File: src/rtl/rnn_bias_stream.sv
`timescale 1ns/1ps
// ---------------------------------------------------------------------------
// rnn_bias_stream
// Writable multi-layer bias store plus a streaming bias-add stage. It sits
// between the MAC array output and the activation unit. The host loads
// LAYERS x DEPTH signed biases through the load port. A start pulse makes the
// block walk one layer's biases in index order. Each bias is added to the
// accumulator element taken from the input stream, and the saturated sum is
// emitted downstream one cycle later.
//
// Ports
//   clk, rst                 clock, asynchronous active-high reset
//   ld_en/ld_layer/ld_addr/ld_data
//                            bias write port, usable in any state
//   start, start_layer       begin one DEPTH-element pass on a layer
//   busy                     pass in progress (RUN or DRAIN)
//   in_valid/in_ready/in_acc input accumulator stream
//   out_valid/out_ready      output handshake
//   out_data                 sat(in_acc + bias)
//   out_idx                  neuron index of out_data
//   out_last                 high with element DEPTH-1
//   sat_flag                 element's sum was clamped
// ---------------------------------------------------------------------------
module rnn_bias_stream #(
   parameter  int WIDTH  = 16,
   parameter  int DEPTH  = 32,
   parameter  int LAYERS = 2,
   localparam int AW     = $clog2(DEPTH),
   localparam int LW     = (LAYERS > 1) ? $clog2(LAYERS) : 1
) (
   input  logic             clk,
   input  logic             rst,
   input  logic             ld_en,
   input  logic [LW-1:0]    ld_layer,
   input  logic [AW-1:0]    ld_addr,
   input  logic [WIDTH-1:0] ld_data,
   input  logic             start,
   input  logic [LW-1:0]    start_layer,
   output logic             busy,
   input  logic             in_valid,
   output logic             in_ready,
   input  logic [WIDTH-1:0] in_acc,
   output logic             out_valid,
   input  logic             out_ready,
   output logic [WIDTH-1:0] out_data,
   output logic [AW-1:0]    out_idx,
   output logic             out_last,
   output logic             sat_flag
);

   typedef enum logic [1:0] {
      IDLE  = 2'd0,
      RUN   = 2'd1,
      DRAIN = 2'd2
   } state_t;

   localparam logic [WIDTH-1:0] SAT_MAX = {1'b0, {(WIDTH-1){1'b1}}};
   localparam logic [WIDTH-1:0] SAT_MIN = {1'b1, {(WIDTH-1){1'b0}}};
   localparam logic [AW-1:0]    LAST_IDX = AW'(DEPTH - 1);

   state_t           state_q, state_d;
   logic [AW-1:0]    idx_q, idx_d;
   logic [LW-1:0]    layer_q, layer_d;
   logic [WIDTH-1:0] bias_q [LAYERS][DEPTH];
   logic [WIDTH-1:0] bias_d [LAYERS][DEPTH];
   logic             out_valid_q, out_valid_d;
   logic [WIDTH-1:0] out_data_q, out_data_d;
   logic [AW-1:0]    out_idx_q, out_idx_d;
   logic             out_last_q, out_last_d;
   logic             sat_q, sat_d;

   logic                    in_ready_int;
   logic                    accept;
   logic                    ld_ok;
   logic                    start_layer_ok;
   logic [WIDTH-1:0]        bias_rd;
   logic signed [WIDTH:0]   sum;
   logic                    overflow;
   logic [WIDTH-1:0]        sum_sat;

   // Input is taken only while walking a layer and when the output register
   // is free or being emptied this cycle.
   assign in_ready_int = (state_q == RUN) && (!out_valid_q || out_ready);
   assign accept       = in_valid && in_ready_int;

   // Range checks widen to 32 bits so non-power-of-two sizes work too.
   assign ld_ok          = (32'(ld_layer) < 32'(LAYERS)) && (32'(ld_addr) < 32'(DEPTH));
   assign start_layer_ok = 32'(start_layer) < 32'(LAYERS);

   // Read the registered store, so a same-cycle write is seen only by
   // later reads.
   assign bias_rd = bias_q[layer_q][idx_q];

   // One extra bit of headroom: a mismatch between the top two bits means
   // the true sum left the WIDTH-bit range. The top bit gives the side.
   always_comb begin
      sum      = $signed({in_acc[WIDTH-1], in_acc}) + $signed({bias_rd[WIDTH-1], bias_rd});
      overflow = sum[WIDTH] != sum[WIDTH-1];
      sum_sat  = sum[WIDTH-1:0];
      if (overflow) begin
         sum_sat = sum[WIDTH] ? SAT_MIN : SAT_MAX;
      end
   end

   // Bias store next state: one write per cycle, out-of-range writes dropped.
   always_comb begin
      bias_d = bias_q;
      if (ld_en && ld_ok) begin
         bias_d[ld_layer][ld_addr] = ld_data;
      end
   end

   // Control and output register next state. A handshake empties the output
   // register. An accept in the same cycle refills it with the next element.
   always_comb begin
      state_d     = state_q;
      idx_d       = idx_q;
      layer_d     = layer_q;
      out_valid_d = out_valid_q;
      out_data_d  = out_data_q;
      out_idx_d   = out_idx_q;
      out_last_d  = out_last_q;
      sat_d       = sat_q;

      if (out_valid_q && out_ready) begin
         out_valid_d = 1'b0;
         out_data_d  = '0;
         out_idx_d   = '0;
         out_last_d  = 1'b0;
         sat_d       = 1'b0;
      end

      if (accept) begin
         out_valid_d = 1'b1;
         out_data_d  = sum_sat;
         out_idx_d   = idx_q;
         out_last_d  = (idx_q == LAST_IDX);
         sat_d       = overflow;
      end

      case (state_q)
         IDLE: begin
            if (start) begin
               state_d = RUN;
               idx_d   = '0;
               layer_d = start_layer_ok ? start_layer : '0;
            end
         end
         RUN: begin
            if (accept) begin
               if (idx_q == LAST_IDX) begin
                  idx_d   = '0;
                  state_d = DRAIN;
               end else begin
                  idx_d = idx_q + AW'(1);
               end
            end
         end
         DRAIN: begin
            if (out_valid_q && out_ready) begin
               state_d = IDLE;
            end
         end
         default: state_d = IDLE;
      endcase
   end

   // All state, including the bias store, clears immediately on reset.
   always_ff @(posedge clk or posedge rst) begin
      if (rst) begin
         state_q     <= IDLE;
         idx_q       <= '0;
         layer_q     <= '0;
         out_valid_q <= 1'b0;
         out_data_q  <= '0;
         out_idx_q   <= '0;
         out_last_q  <= 1'b0;
         sat_q       <= 1'b0;
         for (int l = 0; l < LAYERS; l++) begin
            for (int a = 0; a < DEPTH; a++) begin
               bias_q[l][a] <= '0;
            end
         end
      end else begin
         state_q     <= state_d;
         idx_q       <= idx_d;
         layer_q     <= layer_d;
         out_valid_q <= out_valid_d;
         out_data_q  <= out_data_d;
         out_idx_q   <= out_idx_d;
         out_last_q  <= out_last_d;
         sat_q       <= sat_d;
         bias_q      <= bias_d;
      end
   end

   assign busy      = (state_q != IDLE);
   assign in_ready  = in_ready_int;
   assign out_valid = out_valid_q;
   assign out_data  = out_data_q;
   assign out_idx   = out_idx_q;
   assign out_last  = out_last_q;
   assign sat_flag  = sat_q;

endmodule
File: config.mk
export PLATFORM = sky130hd
export DESIGN_NAME = rnn_bias_stream
export DESIGN_NICKNAME = d
export VERILOG_FILES = /design/src/rtl/rnn_bias_stream.sv
export SDC_FILE = /design/constraint.sdc
export NUM_CORES = 2
export LEC_CHECK = 0
export CAP_MARGIN = 20
export CORE_UTILIZATION = 45
export CTS_CLUSTER_SIZE = 8
export DETAILED_ROUTE_END_ITERATION = 7
export PLACE_DENSITY = 0.59
export SYNTH_ARGS = -nofsm -noshare
export SYNTH_HDL_FRONTEND = slang
export SYNTH_SLANG_ARGS = --single-unit
File: constraint.sdc
create_clock -name clk -period 48 [get_ports clk]
set_input_delay 12 -clock clk [delete_from_list [all_inputs] [get_ports clk]]
set_output_delay 12 -clock clk [all_outputs]
set_load 0.02 [all_outputs]
After elaboration in Yosys (flattened, before gate mapping):

Cells that the tools add are included.

* flip-flop bits (word level): 1056
* bits in latches: 0
* memory bits (writable): 0
* bits in read-only memories: 0
* input port bits: 45
* logic and storage cells: 136
* memories: 0

* add/sub/neg operators: 2
* multipliers: 0
* div/mod/pow operators: 0
* magnitude comparators: 6
* equality and inequality tests: 8
* shifts and indexed selects: 0
* muxes and demuxes: 30
* bitwise gates (word level): 4
* reductions and logical operators: 14

Operators with widths (count)
* $mux W512: 4
* $bwmux W1024: 1
* $demux W512 S1: 1
* $mux W16: 7
* $bmux W16 S5: 1
* $demux W16 S5: 1
* $mux W5: 5
* $add A16 B16 Y17: 1
* $ge A6 B6 Y1 const B: 2
* $not A5 Y6: 2
* $pmux W5 S2: 1
* $mux W2: 4
* $lt A6 B1 Y1 const B: 1
* $ne A2 B2 Y1 const B: 3
* $pmux W2 S3: 1
* $reduce_bool A2 Y1: 3
* $add A5 B1 Y5 const B: 1
* $eq A5 B5 Y1 const B: 1
* $logic_and A1 B1 Y1: 5
* $ge A2 B2 Y1 const B: 2
* $mux W1: 4
* $not A1 Y2: 2
* $reduce_and A4 Y1: 1
* $reduce_and A3 Y1: 1
* other kinds (9): 9

Longest topological paths before layout:

* depth in word-level cells: 11
* gate-level depth with buffers: 17
* mapped depth without buffers: 12

Worst setup path after synthesis:

No wires, ideal clock.

* kind: input-to-output
* start: in out_ready
* end: out in_ready
* arrival: 12.450 ns
* setup slack: 23.550 ns
* cell stages on the path: 2
* path buffers: 0
* path through: inv_1 a21oi_1

* longest elaborated chain between the ends: 2

RTL lines
* start: declaration: RTL line 44 `input logic out_ready,`
* $logic_or A1 B1 Y1: RTL line 83 `assign in_ready_int = (state_q == RUN) && (!out_valid_q || out_ready);`
* $logic_and A1 B1 Y1: RTL line 83
* end: declaration: RTL line 41 `output logic in_ready,`

Every way passes these cells.

Final worst setup path:

Ends and elaborated chain as after synthesis.

==> impl_summary.md <==
Place
The cell area after placement is 0.0503 mm². The number of buffers added on ports is 70. The instance count after placement with tap cells included is about 4.2k. At the end of routability-driven placement, the weighted congestion stood at about 0.81. After legalization and detailed placement, the total HPWL measured approximately 74 mm.

Flow run
The number of maximum-capacitance constraint violations is 0.

Cells and area
Once layout is complete, the utilization of the core stands at 0.517. The summed area of non-filler cells in the final layout is 0.0548 mm². The share of post-route cells with drive strength above 1 is 0.515. The library cell used most frequently in the layout, excluding fill and tap cells, is sky130_fd_sc_hd__dfrtp_1. The sequential cells in the finished layout cover a total of between 0.02 and 0.03 mm². The finished layout holds 4429 standard cells, fillers aside. The number of filler cells placed in the layout is 8585. In the final layout, the multi-input gates occupy 0.0209 mm². The area growth from synthesis to layout is 13.1%. Leaving out fill and tap cells, the most frequent cells in the layout are sky130_fd_sc_hd__dfrtp_1, sky130_fd_sc_hd__mux2_2, sky130_fd_sc_hd__mux4_2. The final layout contains 3083 nets.

Logic synthesis
The count of yosys warnings during synthesis is 0. The area of the mapped netlist is slightly below 0.05 mm². The dominant synthesized flop cell is sky130_fd_sc_hd__dfrtp_1. Dividing the synthesized area by the synthesized cell count gives 16.2 µm². The post-synth net total is 3045. The synthesized design contains 1056 register bits. The unique cell type count in the Yosys netlist is 49. In the synthesized netlist, the number of instances is 2981.

Counting flops with an async set or reset pin after synthesis yields a share of 1.00. The fraction of the yosys area taken by sequential cells is 0.546. The count of flip-flops with a built-in enable after synthesis is 0.

Timing
The final-layout worst hold slack is 0.476 ns. The final hold violation count is 0. At the pin with the least slew margin, the transition time is approximately 1.2 ns. Setup repair after global routing left no endpoint under its margin. The worst max-slew margin expressed relative to the limit is 0.217.

The shortest period the worst path allows is 25.43 ns. On the final layout, the worst clock skew is 0.0193 ns. Based on the critical path, the design can be clocked at up to 39.3 MHz.

Setup violations remaining at the end of the flow were counted as 0. In the final timing run, aggregate negative setup slack is 0 ns. The final count of pins violating max slew was 0. The post-route fraction of the period consumed by the critical path is 0.530.

Setup path
The endpoint of the worst register-to-register path is out_data[5]. The worst-path cell with the longest stage delay is sky130_fd_sc_hd__clkdlybuf4s50_1. Counting stages on the worst path, the most repeated cell is sky130_fd_sc_hd__clkdlybuf4s50_1. The minimum setup slack among reg-to-reg paths is 41.64 ns. The worst setup path is launched from an input port.

The count of buffer and inverter cells on the critical path is 3. The critical path is of the input port to output port type. Traced cell by cell, the critical path runs through clkdlybuf4s50_1, inv_1, a21oi_1, clkdlybuf4s50_1.

Along the worst path, the maximum fanout reaches 3. STA puts the critical path data arrival time at 13.43 ns. The top cell family by delay on the critical path is buffers and inverters. The worst register-to-register path begins at idx_q[0]. On the worst path, the slowest cell contributes a delay of about 0.64 ns. For the worst setup path, the data required time is 36.00 ns.

The worst setup path is captured at an output port. The number of cells on the worst reg-to-reg path is 14.

Floorplan
Measured along the y axis, the die boundary spans 330 µm. In this run the core area contains 119 standard-cell rows. For this configuration, the core starts out at a cell density of 0.457. The die covers 0.109 mm².

The number of top-level pins is slightly above 70. The width of the chip is 330 µm. The region available for standard cell placement spans 0.106 mm².

Power and ir drop
The power density of the placed cells is 51.4 mW/mm². VDD sags by at most about 0.000043 V. The static leakage is 25.1 nW.

Clocking
The clock reaches the later pin of the worst-skew pair after between 0.7 and 0.8 ns. TritonCTS built the clock tree. After clock tree synthesis, the flow added hold-fix buffers numbering 0. In this run the clock root is driven by a sky130_fd_sc_hd__clkbuf_16. The tree built by TritonCTS fans out to 1056 sinks. Post-CTS timing repair inserted 0 buffers for setup. The post-cts resize count is 0. The maximum count of clock buffers along a single path is 3.

The number of clock buffers added by TritonCTS is 150. The clock tree synthesis step divided the H-tree into 4 levels. Clock-pin slew was measured on the worst setup and hold paths at 0.05 ns.

Drt
The detailed router placed 26.8k vias in this run. The final layout contains routed wiring with a total length of 127 mm. The first TritonRoute pass finished after 5 iterations. After detailed routing, the number of remaining DRC violations is 0. The detail route stage leaves a number of antenna-violating nets equal to 0. The count of routing violations after the opening detailed-route iteration is 1628. Dividing the detail-routed via count by the number of cells gives a little over 6. After detailed routing, the average wire length per cell comes to 28.7 µm.

Global routing
The global-route total usage across every layer is 0.242. The number of global-route vias before repair is 29.8k. The pin count of the biggest net entering global routing is 177. The initial antenna violation count is 11. The first global-routing pass estimated 193 mm of wire. Global routing finished with a remaining overflow of 0.

Worst hold path
The worst hold path begins at bias_q[289]. The hold-critical path endpoint is bias_q[289]. Along the worst hold path, the cell count comes to 1. The type of the worst min-delay path is flip-flop to flip-flop.

Outcome
The flow ran to the end, and the final reports show no timing, DRC or antenna violations.
-- cell families after synthesis --
family                   Yosys count  share of synthesized area
multiplexers                    1362                      0.395
flip-flops                      1056                      0.546
AO/OA/AOI/OAI                     67                    0.00951
buffers and inverters            284                     0.0249
adder cells (fa/ha/maj)           27                    0.00672
XOR/XNOR                          14                    0.00253
AND/OR/NAND/NOR                  171                     0.0159
-- worst max-delay path by stage --
stage | slack, ns | depth (start not counted) | start | endpoint
floorplan | 6.28 | 1 | rst | bias_q[0]
global placement | 22.56 | 4 | out_ready | in_ready
detailed placement | 22.59 | 4 | out_ready | in_ready
CTS | 22.58 | 4 | out_ready | in_ready
global route | 22.47 | 4 | out_ready | in_ready
finish | 22.57 | 4 | out_ready | in_ready
-- cells in the mapped netlist, drive strengths merged, types with 3 or more instances --
| cell | number | area share |
|---|---|---|
| dfrtp | 1056 | 0.55 |
| mux2 | 1026 | 0.24 |
| mux4 | 336 | 0.16 |
| clkbuf | 206 | 0.016 |
| nand2 | 84 | 0.0065 |
| buf | 73 | 0.0085 |
| nor2 | 34 | 0.0026 |
| nand3 | 19 | 0.0020 |
| ha | 18 | 0.0047 |
| a21oi | 14 | 0.0014 |
| o21ai | 13 | 0.0013 |
| xnor2 | 10 | 0.0018 |
| a22o | 8 | 0.0014 |
| maj3 | 8 | 0.0017 |
| o211ai | 8 | 0.0012 |
| nand2b | 6 | 0.00078 |
| a21o | 5 | 0.00078 |
| inv | 5 | 0.00039 |
| or2 | 5 | 0.00065 |
| a211oi | 4 | 0.00062 |
| nor3 | 4 | 0.00052 |
| xor2 | 4 | 0.00072 |
| nor2b | 3 | 0.00039 |
| nor3b | 3 | 0.00047 |
| o21a | 3 | 0.00047 |
-- stage by stage --
stage,worst slack [ns],power [mW]
6_report,22.57,2.82
5_1_grt,22.47,2.95
4_1_cts,22.58,2.85
3_5_place_dp,22.59,1.90
3_3_place_gp,22.56,1.88
2_1_floorplan,6.28,1.66
-- final cells by class --
class,count,area share
Sequential cell,1056,0.483
Multi-Input combinational cell,1641,0.381
Clock buffer,159,0.0711
Tap cell,1391,0.0318
Timing Repair Buffer,165,0.0307
Clock inverter,10,0.00215
Inverter,5,0.000480
Antenna cell,2,0.0000914
-- registers in the layout (all words and copies together) (netlist names) --
register   cells
out_data      16
out_idx        5
layer_q        1
out_valid      1
idx_q          5
sat_flag       1
state_q        2
out_last       1
bias_q      1024
-- layer usage --
metal  vias to the layer above  share of wire  GRT usage
met3                       208          0.037     0.0360
met1                     14800           0.44      0.326
met2                       565           0.50      0.409
li1                      11200              -          -
met4                         6          0.025     0.0712
met5                         -        0.00028          0
-- report_power, final --
part | total, mW | internal, mW | switching [mW]
registers | 1.10 | 1.02 | 0.0789
clock network | 0.934 | 0.565 | 0.369
logic | 0.784 | 0.392 | 0.392
total | 2.82 | 1.98 | 0.840
No activity file was read; power rests on OpenSTA's default activity.
